## src/rtl/uart_pkg.sv

```systemverilog
// uart_pkg: UART state encoding and bit-timing helpers shared by the RX and TX sides.
package uart_pkg;

   typedef enum logic [2:0] {
      ST_IDLE,
      ST_START,
      ST_DATA,
      ST_PARITY,
      ST_STOP,
      ST_BREAK
   } uart_state_e;

   function automatic int unsigned uart_cpb(input int unsigned clk_freq, input int unsigned baud);
      return clk_freq / baud;
   endfunction

   function automatic int unsigned uart_half(input int unsigned clk_freq, input int unsigned baud);
      return uart_cpb(clk_freq, baud) / 2;
   endfunction

endpackage

```

## src/rtl/sync_2ff.sv

```systemverilog
// sync_2ff: two-flop synchronizer for an asynchronous level, resets to 1 (idle line).
module sync_2ff (
   input  logic clk,
   input  logic rstn,
   input  logic d,
   output logic q
);

   logic [1:0] ff_q;

   always_ff @(posedge clk) begin
      if (!rstn) ff_q <= 2'b11;
      else       ff_q <= {ff_q[0], d};
   end

   assign q = ff_q[1];

endmodule

```

## src/rtl/uart_rx_ctrl.sv

```systemverilog
// uart_rx_ctrl: 8-bit UART receiver with valid/ready holding register and error pulses.
// Define UART_RX_PARITY_EN for 8E1 framing with parity checking; default build is 8N1.
module uart_rx_ctrl
   import uart_pkg::*;
#(
   parameter int unsigned CLK_FREQ  = 100_000_000,
   parameter int unsigned BAUD_RATE = 9600
) (
   input  logic       clk,
   input  logic       rstn,
   input  logic       rxd,
   output logic [7:0] data,
   output logic       valid,
   input  logic       ready,
   output logic       busy,
   output logic       frame_err,
   output logic       overrun,
   output logic       parity_err
);

   localparam int unsigned CPB  = uart_cpb(CLK_FREQ, BAUD_RATE);
   localparam int unsigned HALF = uart_half(CLK_FREQ, BAUD_RATE);
   localparam int          TW   = (CPB < 4) ? 2 : $clog2(CPB);
`ifdef UART_RX_PARITY_EN
   localparam uart_state_e AFTER_DATA = ST_PARITY;
`else
   localparam uart_state_e AFTER_DATA = ST_STOP;
`endif

   typedef logic [TW-1:0] tmr_t;

   generate
      if (CPB < 4) begin : g_cpb_chk
         $error("uart_rx_ctrl: CLK_FREQ/BAUD_RATE must be at least 4");
      end
   endgenerate

   logic        rxd_s;
   uart_state_e state_q, state_d;
   tmr_t        timer_q, timer_d;
   logic [2:0]  idx_q, idx_d;
   logic [7:0]  shift_q, shift_d, data_q, data_d;
   logic        valid_q, valid_d, busy_q, busy_d, bad_q, bad_d;
   logic        frame_err_q, frame_err_d, overrun_q, overrun_d, parity_err_q, parity_err_d;
   logic [1:0]  settle_q, settle_d;
   logic        armed_q, armed_d;
   logic        tick;

   sync_2ff u_sync (.clk(clk), .rstn(rstn), .d(rxd), .q(rxd_s));

   assign tick = timer_q == tmr_t'(CPB - 1);

   // After reset the line is only trusted once the synchronizer has flushed and shown idle-high,
   // so a frame caught mid-flight cannot start a bogus reception.
   always_comb begin
      state_d      = state_q;
      timer_d      = tmr_t'(timer_q + 1'b1);
      idx_d        = idx_q;
      shift_d      = shift_q;
      data_d       = data_q;
      valid_d      = valid_q & ~ready;
      bad_d        = bad_q;
      frame_err_d  = 1'b0;
      overrun_d    = 1'b0;
      parity_err_d = 1'b0;
      settle_d     = (settle_q == 2'd3) ? settle_q : settle_q + 2'd1;
      armed_d      = armed_q | ((settle_q == 2'd3) & rxd_s);
      case (state_q)
         ST_IDLE: begin
            timer_d = '0;
            state_d = (armed_q & ~rxd_s) ? ST_START : ST_IDLE;
         end
         ST_START: if (timer_q == tmr_t'(HALF - 1)) begin
            timer_d = '0;
            idx_d   = '0;
            bad_d   = 1'b0;
            state_d = rxd_s ? ST_IDLE : ST_DATA;
         end
         ST_DATA: if (tick) begin
            timer_d = '0;
            shift_d = {rxd_s, shift_q[7:1]};
            idx_d   = idx_q + 3'd1;
            state_d = (idx_q == 3'd7) ? AFTER_DATA : ST_DATA;
         end
`ifdef UART_RX_PARITY_EN
         ST_PARITY: if (tick) begin
            timer_d      = '0;
            parity_err_d = rxd_s != ^shift_q;
            bad_d        = bad_q | parity_err_d;
            state_d      = ST_STOP;
         end
`endif
         ST_STOP: if (tick) begin
            timer_d     = '0;
            frame_err_d = ~rxd_s;
            state_d     = rxd_s ? ST_IDLE : ST_BREAK;
            if (rxd_s && !bad_q) begin
               data_d    = (!valid_q || ready) ? shift_q : data_q;
               valid_d   = valid_d | !valid_q | ready;
               overrun_d = valid_q & ~ready;
            end
         end
         ST_BREAK: begin
            timer_d = '0;
            state_d = rxd_s ? ST_IDLE : ST_BREAK;
         end
         default: begin
            timer_d = '0;
            state_d = ST_IDLE;
         end
      endcase
      busy_d = state_d != ST_IDLE;
   end

   always_ff @(posedge clk) begin
      if (!rstn) begin
         state_q      <= ST_IDLE;
         timer_q      <= '0;
         idx_q        <= '0;
         shift_q      <= '0;
         data_q       <= '0;
         valid_q      <= 1'b0;
         busy_q       <= 1'b0;
         bad_q        <= 1'b0;
         frame_err_q  <= 1'b0;
         overrun_q    <= 1'b0;
         parity_err_q <= 1'b0;
         settle_q     <= '0;
         armed_q      <= 1'b0;
      end else begin
         state_q      <= state_d;
         timer_q      <= timer_d;
         idx_q        <= idx_d;
         shift_q      <= shift_d;
         data_q       <= data_d;
         valid_q      <= valid_d;
         busy_q       <= busy_d;
         bad_q        <= bad_d;
         frame_err_q  <= frame_err_d;
         overrun_q    <= overrun_d;
         parity_err_q <= parity_err_d;
         settle_q     <= settle_d;
         armed_q      <= armed_d;
      end
   end

   assign data       = data_q;
   assign valid      = valid_q;
   assign busy       = busy_q;
   assign frame_err  = frame_err_q;
   assign overrun    = overrun_q;
   assign parity_err = parity_err_q;

endmodule

```

## config.mk

```make
export PLATFORM = sky130hd
export DESIGN_NAME = uart_rx_ctrl
export DESIGN_NICKNAME = d
export VERILOG_FILES = /design/src/rtl/uart_pkg.sv /design/src/rtl/sync_2ff.sv /design/src/rtl/uart_rx_ctrl.sv
export SDC_FILE = /design/constraint.sdc
export NUM_CORES = 1
export LEC_CHECK = 0
export CORE_AREA = 4 4 87 89
export CTS_CLUSTER_SIZE = 20
export DETAILED_ROUTE_END_ITERATION = 12
export DIE_AREA = 0 0 91 93
export PLACE_DENSITY = 0.44
export SKIP_CTS_REPAIR_TIMING = 1
export SLEW_MARGIN = 30
export SYNTH_ARGS = -nofsm -noshare
export SYNTH_HDL_FRONTEND = slang
export SYNTH_SLANG_ARGS = --single-unit
```

## constraint.sdc

```tcl
create_clock -name clk -period 2.8 [get_ports clk]
set_input_delay 0.56 -clock clk [delete_from_list [all_inputs] [get_ports clk]]
set_output_delay 0.56 -clock clk [all_outputs]
set_load 0.03 [all_outputs]
```

[Word level (Yosys, flattened, before mapping)]
Index checks and enable logic that the tools add are counted.
Storage, ports and cells
  input bits: 4
  word-level logic and storage cells: 61
  bits in registers: 45
Cells by class
  mux-type cells: 17
  reduce and logical (&&, ||, !) cells: 11
  $add $sub $neg: 3
  equal/unequal tests: 10
  bitwise gates (word level): 8
Operator list (number)
  $mux 14: 2
  $pmux 14 s2: 1
  $mux 3: 7
  $pmux 3 s5: 1
  $add 14x1->14 const B: 1
  $eq 14x13->1 const B: 1
  $eq 14x14->1 const B: 1
  $eq 3x3->1 const B: 3
  $reduce_and 4->1: 2
  $pmux 3 s2: 1
  $reduce_and 3->1: 2
  $mux 1: 4
  $ne 2x2->1 const B: 2
  $add 3x1->3 const B: 1
  $and 1x1->1: 3
  $eq 3x1->1 const B: 1
  $eq 3x2->1 const B: 1
  $logic_not 3->1: 1
  $or 1x1->1: 3
  $reduce_bool 3->1: 1
  $add 2x1->2 const B: 1
  $eq 2x2->1 const B: 1
  $mux 2: 1
  $not 1->1: 2
  other kinds (5): 5

[Longest topological paths before layout]
  depth after elaboration: 7
  gate-level depth with buffers: 7
  mapped depth without buffers: 5

[Modules after synthesis]
A second synthesis with hierarchy kept.
Unflattened totals
  cells, all modules: 200
  area, all modules: 1925.6 um^2
Modules (own cells, without submodules)
  uart_rx_ctrl: area an instance 1873.0 um^2, sequential area each 860.8 um^2, cells each 196, times used 1
  sync_2ff: area an instance 52.6 um^2, sequential area each 40.0 um^2, cells each 4, times used 1

[Worst setup path before layout]
No wires, ideal clock.
  kind: flip-flop to flip-flop
  from: reg timer_q[0]
  to: reg timer_q[10]
  path buffers: 2
  data arrival time: 1.522 ns
  slack: 1.146 ns
  stages on the path, launching flop included: 8
  data required time: 2.668 ns
  setup time: 0.132 ns
  period minus slack after synthesis: 1.654 ns
  cell sequence: dfxtp_1 ha_1 and4_2 buf_2 nand4_2 a22oi_4 buf_4 nor3_1
Between the ends
  longest elaborated chain between the ends: 3
  elaborated cells between the ends (all ways): 6
Ends and longest elaborated chain
  start: declaration: RTL line uart_rx_ctrl.sv:40  | tmr_t timer_q, timer_d;
  start signal: assignment: RTL line uart_rx_ctrl.sv:132  | timer_q <= timer_d;
  $add 14x1->14 (tied with other cells): RTL line uart_rx_ctrl.sv:57  | timer_d = tmr_t'(timer_q + 1'b1);
  $mux 14 (on tied branches): RTL line uart_rx_ctrl.sv:79, uart_rx_ctrl.sv:93, uart_rx_ctrl.sv:73
  $pmux 14 s2 *: RTL line uart_rx_ctrl.sv:68  | case (state_q)
Every way passes the cells marked *; elsewhere a longest branch is shown, timed or not.
A chain may end at the register's enable or synchronous reset.

[Worst setup path after layout]
  from: reg timer_q[0]
  to: reg state_q[2]
Between the ends
  longest elaborated chain between the ends: 3
  elaborated cells between the ends (all ways): 6
Ends and longest elaborated chain
  $eq 14x14->1 / $eq 14x13->1 (equally long branches): RTL line uart_rx_ctrl.sv:51, uart_rx_ctrl.sv:73
  $mux 3 (on tied branches): RTL line uart_rx_ctrl.sv:93, uart_rx_ctrl.sv:73, uart_rx_ctrl.sv:79
  $pmux 3 s5 *: RTL line uart_rx_ctrl.sv:68
  end signal: assignment: RTL line uart_rx_ctrl.sv:131  | state_q <= state_d;
  end: declaration: RTL line uart_rx_ctrl.sv:39  | uart_state_e state_q, state_d;
Marks and branches as above.

==> metrics.txt <==
ANT nets after route 0; fin. max-slew vios 0; Worst-path clk slew 0.08 ns; startpoint types flop; Root Driver clkbuf_8; worst hold path type reg -> reg; clock skew 0.0102 ns; latest clock arrival within the worst-skew pair 0.30 ns; pwr dens 538 nW/um^2; core area 6760 sq um; CTS tree built; synth-to-layout area growth 16.3%; most common cell in the netlist dfxtp_1; Final Cell Area 2380 sq um; critical path required time 3.03 ns; Final setup viols 0; Endpoint, Worst Hold u_sync.ff_q[1]$_SDFF_PN1_; DR pass1 iterations 4; Place WS 0.797 ns; GR Overflow Total 0; synthesized area per cell 9.24 sq um; total track usage 10.8%; top post-synthesis cells by count dfxtp_1 (45), nand3_1 (16), nor2_1 (16), nand2_1 (14); H-tree levels 2; die height 93 microns; vias per cell 4.99; first-pass GRT wire length 7380 microns; R2R Setup Slk 0.81 ns; I/O pins 17; FF-to-FF path depth 5; Hold Fails Final Rpt 0; setup_tns 0 ns; # port buffers 15; RR Startpoint timer_q[0]$_SDFF_PN0_; DIE AREA 8460 sq um; initial antenna violation count 0; nets 241; maxcap violations 0; CP Cell Sequence ha_1, and4_2, and4_1, nand3_1, o21ai_0; die extent in x 91 microns; EDFF count, synth 0; Final Worst Setup Slack 0.805 ns; TritonCTS Buffers 5; Seq/Total Area, Yosys 43.9%; DR vias 1,566; slowest cell on the critical path and4_1; DP HPWL 2940 microns; Synth area leader dfxtp_1; Antenna diodes 0; Critical R2R Capture state_q[2]$_SDFF_PN0_; Avg WL per Cell 13.8 microns; synthesized instance count 222; Worst Setup Path Type reg -> reg; post-synthesis async set-or-reset flop share 0%; Area contributors post-synth dfxtp_1 (44%), mux2i_1 (4.4%), nand3_1 (3.9%); Min-Delay Path Depth 1; Clock Path Buffers 2; Core Util, Final 35.3%; hold_ws 0.410 ns; Max IR drop VDD 0.275 mV; DRT iter0 DRCs 64; post-route minimum period 1.99 ns; synth unique cells 46; Leak 0.845 nW; Seq cells post-synth 45; row cnt 30; Crit path largest cell delay 0.51 ns; Synth Flop Type dfxtp_1; largest net degree at the start of global routing 18; WL final 4330 microns; Synth Net Count 230; clock sink total 45; worst-path maximum fanout 12; DRC 0; Ys Warns 0; max frequency 0.501 GHz; unrepaired setup endpoints after global routing false; Setup crit end kind flop; layout cells sized above 1 9.83%; GP Congestion 0.756; Synth Cell Area 2050 sq um; Hold Path Origin u_sync.ff_q[0]$_SDFF_PN1_; post-synth top area share 43.9%; data arrival time of the critical path 2.22 ns; number of global-route vias before repair 1,461; status finished clean; period utilization 71.2%; Placement Cell Area 2250 sq um; Initial Utilization 30.4%
## cell families (layout without fill, tap and decap cells)
kind of cell    count (synthesis)  in the layout  share of synthesized area (%)
fa+ha+maj                       4              4                           2.44
compound gates                 33             33                           9.76
simple gates                  100            100                           29.7
xor+xnor                       13             13                           5.55
buf+inv                        17             29                           4.09
other cells                     1              1                          0.183
mux                             9              9                           4.39
flops                          45             45                           43.9
## layout by cell type, fill, tap and decap left out, types with 2 or more instances in the layout
cell	netlist	layout
a21oi_1	13	13
and2_1	2	2
and4_1	2	2
buf_4	2	3
bufinv_16	0	2
clkbuf_8	0	5
clkdlybuf4s50_1	0	15
dfxtp_1	45	45
ha_1	4	4
inv_1	2	2
mux2i_1	9	9
nand2_1	14	14
nand2b_1	5	5
nand3_1	16	16
nand4_1	7	7
nand4_2	2	2
nor2_1	16	16
nor3_1	13	13
nor3b_1	2	2
nor4_1	3	3
nor4b_4	2	2
o21ai_0	12	12
o22ai_1	4	4
or3b_2	2	2
xnor2_1	7	7
xor2_1	6	6
## critical path, delay by kind of cell (launching register included)
kind                     cells  cell delay (ns)
AO/OA/AOI/OAI                1             0.18
adder cells (fa/ha/maj)      1             0.24
flip-flops                   1             0.37
AND/OR/NAND/NOR              3             1.13
## power by group
part	switching (mW)	internal [mW]	total [mW]
Clock	0.228	0.355	0.583
Combinational	0.0247	0.0201	0.0448
Sequential	0.00676	0.649	0.656
Total	0.260	1.02	1.28
## metal layers
layer  part of all wire (%)  track usage [%]  vias up
met5                      0                0        -
met4                   0.67             4.15        0
met3                    4.3             2.74        2
met2                     44             16.0       25
met1                     51             15.2      726
li1                       -                -      813
## area by class of cell
| cell class | count | area (sq um) |
|---|---|---|
| Timing Repair Buffer | 18 | 173 |
| Tap cell | 80 | 100 |
| Sequential cell | 45 | 901 |
| Multi-Input combinational cell | 160 | 1070 |
| Clock inverter | 3 | 65.1 |
| Fill cell | 727 | 4370 |
| Clock buffer | 5 | 68.8 |
| Inverter | 3 | 11.3 |
## per-stage QoR
| step | std cells | total power [mW] |
|---|---|---|
| global route | 314 | 1.33 |
| finish | 314 | 1.28 |
| floorplan | 222 | 0.704 |
| CTS | 314 | 1.30 |
| global placement | 306 | 0.717 |
| detailed placement | 306 | 0.717 |
## registers in the layout, summed over array words and instances (netlist names)
signal / count
data: 8
armed_q: 1
overrun: 1
timer_q: 14
busy: 1
state_q: 3
idx_q: 3
valid: 1
settle_q: 2
frame_err: 1
u_sync.ff_q: 2
shift_q: 8
## worst max path at each step
stage | slack [ns] | start | endpoint
finish | 0.81 | timer_q[0]$_SDFF_PN0_ | state_q[2]$_SDFF_PN0_
global route | 0.56 | timer_q[0]$_SDFF_PN0_ | state_q[2]$_SDFF_PN0_
CTS | 0.79 | timer_q[0]$_SDFF_PN0_ | state_q[2]$_SDFF_PN0_
detailed placement | 0.80 | timer_q[0]$_SDFF_PN0_ | state_q[2]$_SDFF_PN0_
global placement | 0.83 | rstn | busy$_SDFF_PN0_
floorplan | 1.15 | timer_q[0]$_SDFF_PN0_ | timer_q[10]$_SDFF_PN0_
Note: power is estimated with default switching activity, not from simulation.
==> edit, RTL diff (same flow settings) <==
The 6 states of `uart_state_e` get a one-hot encoding in 6 bits.
--- a/src/rtl/uart_pkg.sv
+++ b/src/rtl/uart_pkg.sv
@@ -2,11 +2,11 @@
 package uart_pkg;
 
-   typedef enum logic [2:0] {
-      ST_IDLE,
-      ST_START,
-      ST_DATA,
-      ST_PARITY,
-      ST_STOP,
-      ST_BREAK
+   typedef enum logic [5:0] {
+      ST_IDLE   = 6'b000001,
+      ST_START  = 6'b000010,
+      ST_DATA   = 6'b000100,
+      ST_PARITY = 6'b001000,
+      ST_STOP   = 6'b010000,
+      ST_BREAK  = 6'b100000
    } uart_state_e;
 
Function: no difference found for any inputs over 10 cycles, from zero or initial values and one cycle with rstn low; not proved beyond that.
==> edit against the original RTL <==
Clock power down 14%; worst setup slack worse by 250 ps; first-iteration DRC count shrank 22%; sequential power is 7.2% higher; area after synthesis grew 7.9%; sequential cell count is 3 higher; total power down 1.8%; via count increased by 9.3%; combinational power increased by 19%; cell area is 6.1% higher; synthesized cell count is 5.9% higher; wire length rose by 9.6%.
==> edit: results (changes against the original RTL) <==
Placement
The placer's final routability congestion estimate came to 0.7045 (-6.8%). The placed instance count came to 319 (+4.2%). The placement-stage worst setup slack is 535.7 ps (-261.5 ps).

The HPWL after detailed placement was 3176 um (+8.1%).

Synth
The instance count of the mapped netlist was 235 (+5.9%). Yosys attributes the largest share of cell area to dfxtp_1, a211oi_2, mux2i_1. After synthesis, the most frequently instantiated cells are dfxtp_1, nand2_1, nand3_1, a21oi_1. The count of warnings emitted by yosys is 0 (unchanged). The sequential area share after synthesis is 43.44% (-0.49 points). The count of distinct cell types in the synthesized netlist came to 49 (+6.5%).

Detailed routing
The detailed-route wire length came to 4744 um (+9.6%). The initial DRC count is 50 (-22%). The count of vias placed by the detailed router is 1712 (+9.3%).

GRT
The global-route wire length before repair is 8238 um (+12%). The via count of the first global-routing pass is 1703 (+17%). The overall global routing resource usage is 11.93% (+1.1 points). The largest net degree at the start of global routing was 30 (+12). The number of antenna violations at the first check in global routing is 0 (unchanged).

Critical path
The maximum fanout count along the critical path is 16 (+4). The path depth of the worst reg2reg path is 5 (unchanged). The arrival time reported for the critical path endpoint is 2480 ps (+260 ps).

The endpoint identified for the worst register-to-register timing path is data[3]. The worst-case register-to-register setup slack is 550 ps (-250 ps).

STA
The largest clock skew in the final design is 10.90 ps (+0.7171 ps). The worst slack on hold paths is 413.9 ps (+3.843 ps).

CTS
The number of buffers created by CTS is 5 (unchanged). The buffer levels on the longest clock path is 2 (unchanged). The clock input transition at the sequential cells of the worst setup and hold paths is 100 ps (+20 ps).

The clock latency at the later pin of the worst-skew pair is 300 ps (about the same).

Outcome
The run finished with clean final reports.

Layout
The number of nets in the layout is 254 (+5.4%). The antenna diode count was 0 (unchanged). The number of standard cells in the final layout excluding fillers is 327 (+4.1%). The ratio of cells with drive above 1 in the final layout is 10.53% (+0.70 points). The number of fill cells is 692 (-4.8%).

Power and ir drop
The leakage power came to 0.8144 nW (-3.6%). The maximum vdd drop came to 0.0002549 V (-7.4%).
edit: changes by cell type in the layout (fill, tap and decap cells not counted), sizes merged, moves of 5 or more:
cell / before / now
a211oi: 2 / 14
nor3: 14 / 5
nand2: 14 / 22
nor2: 16 / 9
nand4: 9 / 4
edit: worst max path at each step:
stage | from | endpoint | slack [ps]
after detailed placement | timer_q[0] | data[3] | 540
final | timer_q[0] | data[3] | 550
after global routing | timer_q[7] | data[5] | 280
after CTS | timer_q[0] | data[3] | 490
after floorplan | timer_q[0] | timer_q[3] | 910
after global placement | timer_q[0] | data[5] | 630
edit: stage by stage:
step / instance area [um^2] / utilization (%)
floorplan: 2216 / -
global placement: 2419 / 35.80
detailed placement: 2419 / 35.80
CTS: 2530 / 37.44
global route: 2530 / 37.44
finish: 2530 / 37.44
edit: layout make-up:
class | count | share of cell area [%]
inverters | 3 | 0.4451
well taps | 80 | 3.956
clock inverters | 3 | 1.682
flip-flops and latches | 48 | 37.98
multi-input cells | 170 | 46.39
clock buffers | 5 | 2.720
repair buffers | 18 | 6.825
edit: where the power goes:
group | internal, W | leakage, nW | total [W] | switching [W]
Combinational | 0.0000219 | 0.372 | 0.0000534 | 0.0000315
Clock | 0.000265 | 0.0541 | 0.000504 | 0.000240
Sequential | 0.000694 | 0.388 | 0.000703 | 0.00000905
Total | 0.000981 | 0.814 | 0.00126 | 0.000280
edit: critical path, cell delays in order (launching register included):
cell	delay, ps
dfxtp_1	370
ha_1	230
and4_1	350
nand4_2	400
nor3_4	590
mux2i_1	240
edit: logic make-up after synthesis:
family / synth area share [%]
XOR/XNOR: 5.147
adder cells (fa/ha/maj): 2.263
other: 0.1695
buffers and inverters: 3.677
AND/OR/NAND/NOR: 23.30
multiplexers: 4.978
AO/OA/AOI/OAI: 17.03
flip-flops: 43.44
edit: layer usage:
layer	share of wire, %	GRT usage (%)
met5	0	0
met4	0.72	3.392
met1	49	15.68
met2	48	19.62
met3	2.7	2.735
